File: config.mk
export PLATFORM = sky130hd
export DESIGN_NAME = pc_fetch
export DESIGN_NICKNAME = d
export VERILOG_FILES = /design/src/rtl/pc_fetch.sv
export SDC_FILE = /design/constraint.sdc
export NUM_CORES = 1
export LEC_CHECK = 0
export BUFFER_PORTS_ARGS = -buffer_cell sky130_fd_sc_hd__buf_2
export CAP_MARGIN = 20
export CELL_PAD_IN_SITES_DETAIL_PLACEMENT = 0
export CELL_PAD_IN_SITES_GLOBAL_PLACEMENT = 1
export CORE_UTILIZATION = 30
export DETAILED_ROUTE_END_ITERATION = 6
export PLACE_DENSITY_LB_ADDON = 0.12
export SETUP_SLACK_MARGIN = 0.15
export SLEW_MARGIN = 15
export SYNTH_ARGS = -nofsm -noshare
export SYNTH_HDL_FRONTEND = slang
export SYNTH_SLANG_ARGS = --single-unit
File: constraint.sdc
create_clock -name clk -period 2.7 [get_ports clk]
set_input_delay 0.27 -clock clk [delete_from_list [all_inputs] [get_ports clk]]
set_output_delay 0.27 -clock clk [all_outputs]
set_load 0.01 [all_outputs]
File: src/rtl/pc_fetch.sv
// pc_fetch: program counter and instruction-fetch stage of the sisc processor.
//   Holds the PC, reads 32-bit words from instruction memory over a req/ack
//   handshake and presents each one to decode in a held instruction register.
// Ports:
//   clk, rst            clock; synchronous active-high reset
//   br_addr, br_taken   branch target / take-branch, sampled on the accept edge only
//   stall, ir_accept    decode hold / decode consumed ir (accept = ir_accept & ~stall)
//   imem_rdata/ack      memory read data and completion
//   imem_req/addr       read request and word address (addr == pc)
//   ir, ir_valid        held instruction word and its valid flag
//   pc, pc_inc          current PC and pc+1 (mod 2^16) for the branch adder
//   fetch_err           sticky memory-timeout flag, cleared only by rst
module pc_fetch #(
  parameter logic [15:0] RESET_ADDR = 16'h0000,
  parameter int          TIMEOUT    = 15
) (
  input  logic        clk,
  input  logic        rst,
  input  logic [15:0] br_addr,
  input  logic        br_taken,
  input  logic        stall,
  input  logic        ir_accept,
  input  logic [31:0] imem_rdata,
  input  logic        imem_ack,
  output logic        imem_req,
  output logic [15:0] imem_addr,
  output logic [31:0] ir,
  output logic        ir_valid,
  output logic [15:0] pc,
  output logic [15:0] pc_inc,
  output logic        fetch_err
);

  typedef enum logic [1:0] {S_FETCH, S_HOLD, S_ERR} state_t;

  // Last count value before the timeout fires: the TIMEOUT-th unacked
  // request cycle ends with the error.
  localparam logic [7:0] TO_LAST = 8'(TIMEOUT - 1);

  state_t     state, state_nxt;
  logic [7:0] wait_cnt;
  logic       ack_hit, timeout_hit, accept;

  assign pc_inc    = pc + 16'd1;
  assign imem_addr = pc;

  // imem_req is only ever high in FETCH, so gating with it also drops acks
  // seen in HOLD/ERR and the one FETCH cycle right after reset.
  assign ack_hit     = imem_req & imem_ack;
  assign timeout_hit = imem_req & ~imem_ack & (wait_cnt == TO_LAST);
  assign accept      = (state == S_HOLD) & ir_accept & ~stall;

  always_comb begin
    state_nxt = state;
    case (state)
      S_FETCH: if (ack_hit)          state_nxt = S_HOLD;
               else if (timeout_hit) state_nxt = S_ERR;
      S_HOLD:  if (accept)           state_nxt = S_FETCH;
      S_ERR:                         state_nxt = S_ERR;
      default:                       state_nxt = S_FETCH;
    endcase
  end

  always_ff @(posedge clk) begin
    if (rst) begin
      state     <= S_FETCH;
      pc        <= RESET_ADDR;
      ir        <= 32'h0;
      ir_valid  <= 1'b0;
      imem_req  <= 1'b0;
      fetch_err <= 1'b0;
      wait_cnt  <= 8'd0;
    end else begin
      state    <= state_nxt;
      // Registered request: rises one cycle after reset release and
      // immediately after each accept, drops on ack or timeout.
      imem_req <= (state_nxt == S_FETCH);
      if (ack_hit) begin
        ir       <= imem_rdata;
        ir_valid <= 1'b1;
        wait_cnt <= 8'd0;
      end else if (timeout_hit) begin
        fetch_err <= 1'b1;
        wait_cnt  <= 8'd0;
      end else if (imem_req) begin
        wait_cnt <= wait_cnt + 8'd1;
      end
      if (accept) begin
        pc       <= br_taken ? br_addr : pc_inc;
        ir_valid <= 1'b0;
      end
    end
  end

endmodule
==> results of run 1 <==
-- worst max-delay path, cell delays in order, from the launching register on --
cell and delay, ns:
dfxtp_1 0.49, nand4_1 0.17, nor4_1 0.59, xor2_1 0.23, buf_2 0.16
-- worst paths after layout --
| check | from | to | cells past startpoint |
|---|---|---|---|
| hold reg to reg | ir[2] | ir[2] | 2 |
| setup reg to reg | imem_addr[1] | imem_addr[12] | 5 |
| hold / removal | imem_rdata[6] | ir[6] | 3 |
| setup / recovery | imem_addr[3] | pc_inc[15] | 4 |
-- synthesized netlist by cell type, types with 4 or more instances --
cell	count	area share, %
nor4_1	4	0.86
xnor2_1	8	2.4
buf_4	17	4.4
a21oi_1	39	6.7
clkbuf_1	13	1.7
nand3_1	8	1.4
nand4_1	6	1.3
xor2_1	13	3.9
dfxtp_1	61	42
inv_1	4	0.51
o21ai_0	11	1.9
nand2_1	76	9.8
nor3_1	7	1.2
a22oi_1	6	1.5
o2bb2ai_1	10	3.0
nor2_1	31	4.0
-- sequential cells by signal, summed over array words and instances, names as in the netlist --
register,cells
state,2
imem_addr,16
ir,32
ir_valid,1
imem_req,1
wait_cnt,8
fetch_err,1
-- power by group through the flow --
stage / clock network [mW] / registers, mW / logic [mW]
after global placement: 0 / 0.978 / 0.208
after global routing: 0.901 / 0.963 / 0.235
final: 0.834 / 0.959 / 0.206
after detailed placement: 0 / 0.979 / 0.208
after CTS: 0.863 / 0.959 / 0.209
after floorplan: 0 / 0.987 / 0.114
-- final cells by class --
type                            instances  area share [%]
Inverter                                4           0.400
Tap cell                              129            4.30
Clock buffer                           11            4.04
Timing Repair Buffer                  139            18.7
Sequential cell                        61            32.6
Multi-Input combinational cell        251            38.7
Clock inverter                          4            1.27
-- metrics by stage --
stage	cells	cell area [µm²]	power, mW	worst slack, ns	util (%)
after floorplan	354	2920	1.10	0.975	-
after global placement	584	3550	1.19	0.811	38.1
after detailed placement	584	3550	1.19	0.792	38.1
after CTS	599	3750	2.03	0.421	40.2
after global routing	599	3750	2.10	0.268	40.2
final	599	3750	2.00	0.449	40.2
-- cells by family after synthesis --
family / share of synthesized area (%)
and+or+nand+nor: 26.2
AOI/OAI and AO/OA: 15.3
DFF: 41.8
buffers and inverters: 8.44
xor gates and xnor gates: 6.30
adders and majority gates: 1.29
muxes: 0.686
-- metal layers --
metal / GRT usage (%) / wire (µm) / vias up
met5: 0 / 0 / -
met4: 5.69 / 105 / 0
met3: 4.79 / 542 / 8
met2: 26.0 / 3600 / 88
met1: 19.8 / 3670 / 1247
li1: - / - / 1413
==> impl_results.md, run 1 <==
* Post-DP HPWL at roughly 5500 µm
* Post-CTS Hold Buffers at 0
* P_sw at a little over 0.5 mW
* Fin Hold WS at 0.156 ns
* Number of I/O pins at 137
* WL/cell at 13.2 µm
* Root buf cell: clkbuf_8
* Hold Fails Final Rpt at 0
* Global Route Usage Sum at between 10% and 20%
* Peak supply drop at between 0.3 and 0.4 mV
* Crit Path Max Fanout at 9
* Row count at 35
* Area Growth Syn to Fin at 28.5%
* Die ar. at ~10000 µm²
* Worst Tran Pin Value at a little under 0.8 ns
* Pre-antenna DRT Iters at 4
* Flop and latch count out of synthesis at between 60 and 70
* Unrepaired setup endpoints after global routing: no
* H-tree levels at 3
* Clk buf depth at 2
* Combinational power share at 10.3%
* Final layout net count at about 520
* Final setup viols at 0
* Maxcap violations at 0
* CP endpoint kind: primary output
* Multi-input logic area at 1450 µm²
* Worst-path clk slew at 0.07 ns
* Part of the power in registers at a little under half
* CTS buffer count at 9
* Seq/Total Area, Yosys at approximately two fifths
* Achievable Freq at 444 MHz
* Starting Density at 31.3%
* Slew Viols, Final at 0
* Mapped Area at between 2000 and 3000 µm²
* Cells after Synth at 354
* Fin Setup TNS at 0 ns
* Post-Syn Nets at around 410
* Reg area at roughly 1200 µm²
* First-pass GRT wire length at 12500 µm
* Vias per cell at around 4.6
* Cts repair resizes at 0
* Final period utilization at between 80% and 90%
* Relative slew slack at about half
* Global route overflow at 0
* Startpoint types: flip-flop
* Pwr dens at 533 nW/µm²
* Final Critical Period at between 2 and 2.5 ns
* Crit path arrival time at 1.98 ns
* R2R Setup Slk at a little under 1 ns
* Setup Fix Bufs, Post-CTS at 0
* Initial antenna violation count at 0
* Port buffer count at between 100 and 150
* Vias in the first global route at about 2500
* Power Internal at ~1.5 mW
* Hold Crit Class: in -> reg
* Via count at 2756
* Clock power share at between 40% and 50%
* Sw Share at approximately a quarter
* Vert. Die Dim at 101 µm
* Floorplan Core Area at roughly 9300 µm²
* Antenna diodes at 0
* Share of cells above drive strength 1 at a little over a third
* Status: completed
* Ys async rst share at 0%
* DRT antenna net count at 0
* CTS tree: built
* Post-synth top flop: dfxtp_1
* Final Skew at between 0.01 and 0.015 ns
* Critical path class: reg -> out
* Commonest non-fill, non-tap cell in the layout: buf_2
* Clock Latency Late Sink at around 0.34 ns
* WP data required at 2.43 ns
* Post-synth EDFFs at 0
* Yosys warnings at 0
* Clock net sink count at 61
* Final GP Congestion at slightly above 0.7
* # DRC at 0
* Routed wire length at 7910 µm
* Largest net degree at the start of global routing at 43
* Syn Area/Cell at 8.25 µm²
* Most frequent cells in the layout: buf_2, nand2_1, dfxtp_1, a21oi_1, nor2_1
* Synth cell types at 40
* Die width at between 100 and 150 µm
* Leak Pwr at roughly 1.8 nW
* Fillers at between 1000 and 1500
* DR iter-0 viols at 102
(Power assumes the default switching activity.)
==> inputs of run 2 (changes only) <==
- clock period: 2.7 -> 2.2 ns (I/O delays scaled with it)
==> run 2 against run 1 <==
Via count up 2.5%. Critical endpoint is now pc_inc[11]. Non-clock buffer count up 9. Register-to-register slack worse by 0.42 ns. Combinational power up 28%. Wire length up 1.5%.
==> impl_results.md, run 2 (synthesized netlist as in run 1, its figures left out) <==
* Clock net sink count at 61
* Area Growth Syn to Fin at 34.6%
* Initial antenna violation count at 0
* Commonest non-fill, non-tap cell in the layout: buf_2
* Antenna diodes at 0
* Global route overflow at 0
* Final core utilization at 42.1%
* Leak Pwr at 1.85 nW
* H-tree levels at 3
* Vias in the first global route at 2484
* Maxcap violations at 0
* Hold Crit Class: in -> reg
* Final period utilization at between 80 and 90%
* Crit path arrival time at 1.74 ns
* Final GP Congestion at approximately 0.75
* Sw Share at between 20% and 30%
* Final Non-Filler Cells at 609
* WP data required at ~2 ns
* Vias per cell at 4.64
* Final setup viols at 0
* Power Internal at roughly 1.9 mW
* Worst r2r src: wait_cnt[0]
* Critical path class: reg -> out
* Die width at a little over 100 µm
* Clock Latency Late Sink at around 0.34 ns
* DRT antenna net count at 0
* Global Route Usage Sum at 15.9%
* Clk buf depth at 2
* Peak supply drop at around 0.32 mV
* Worst-path clk slew at 0.08 ns
* Final Skew at about 0.013 ns
* Fin Setup TNS at 0 ns
* Number of I/O pins at 137
* Clock power share at between 40% and 50%
* Unrepaired setup endpoints after global routing: yes
* Hold Fails Final Rpt at 0
* Combinational power share at about a tenth
* CP endpoint kind: primary output
* Status: completed
* Via count at roughly 2800
* Floorplan Core Area at just over 9000 µm²
* Final layout net count at ~530
* First-pass GRT wire length at around 12000 µm
* Root buf cell: clkbuf_8
* Starting Density at between 30% and 40%
* Fillers at 1003
* Row count at 35
* CP startpoint: imem_addr[5]
* Pre-CTS setup slack at between 0.4 and 0.5 ns
* CTS buffer count at 9
* CTS tree: built
* Die ar. at 10100 µm²
* # DRC at 0
* Slew Viols, Final at 0
* Hold Path Origin: imem_rdata[22]
* P_sw at roughly 0.64 mW
* Largest Register: ir
* DR iter-0 viols at 80
* Reg area at 1250 µm²
* Multi-input logic area at around 1500 µm²
* Crit Path Max Fanout at 9
* Vert. Die Dim at ~100 µm
* Routed wire length at 8030 µm
* Port buffer count at 136
* Share of cells above drive strength 1 at between 40% and 50%
* Achievable Freq at between 500 and 600 MHz
* Total Power at 2.53 mW
* Worst Tran Pin Value at about 0.47 ns
* Pre-antenna DRT Iters at 4
* Final Critical Period at 1.96 ns
* Relative slew slack at between 60% and 70%
* Startpoint types: flip-flop
* Max reg flops at 32
* Part of the power in registers at 46.1%
* Final setup margin at around 0.24 ns
* Pwr dens at 644 nW/µm²
* Largest net degree at the start of global routing at 36
* WL/cell at 13.2 µm
* Most frequent cells in the layout: buf_2, nand2_1, dfxtp_1, a21oi_1, nor2_1
* Placed Instances at 589
* Post-DP HPWL at about 5600 µm
## run 2: per-stage QoR
step	hold slack (ns)	area, µm²
after floorplan	0.356	2920
after global placement	0.439	3590
after detailed placement	0.443	3590
after CTS	0.0887	3820
after global routing	0.0919	3930
final	0.107	3930
## run 2: what timing repair did
action,CTS,global route
buffers inserted,0,4
hold buffers,0,0
gates cloned,0,0
gates resized for setup,8,18
setup endpoints to repair,8,9
pin swaps,0,6
## run 2: path summary, 6_finish.rpt
kind                               endpoint  slack, ns  depth (start not counted)
worst min-delay path                 ir[22]       0.11                          3
worst max-delay path             pc_inc[11]       0.24                          5
worst max register to register  wait_cnt[1]       0.55                          5
worst min register to register       ir[25]       0.45                          2
## run 2: per-layer routing
| layer | wire, µm | GRT usage, % |
|---|---|---|
| met1 | 3750 | 21.3 |
| met2 | 3630 | 24.1 |
| met3 | 548 | 4.16 |
| met4 | 108 | 6.69 |
| met5 | 0 | 0 |
## run 2: power groups by stage
stage	sequential, mW	clock (mW)	combinational [mW]
after floorplan	1.21	0	0.140
after global placement	1.20	0	0.266
after detailed placement	1.20	0	0.267
after CTS	1.17	1.15	0.268
after global routing	1.17	1.19	0.296
final	1.17	1.10	0.264
## run 2: final cells by class
type                            count  share of cell area, %
Clock buffer                       10                   3.25
Clock inverter                      6                   2.23
Inverter                            4                  0.382
Multi-Input combinational cell    251                   38.2
Sequential cell                    61                   31.8
Tap cell                          129                   4.11
Timing Repair Buffer              148                   20.0
## run 2: worst max-delay path, stage by stage, from the launching register on
cell and delay, ns:
dfxtp_4 0.38, nand4_1 0.17, buf_6 0.21, nor4_4 0.34, xor2_1 0.17, buf_2 0.15
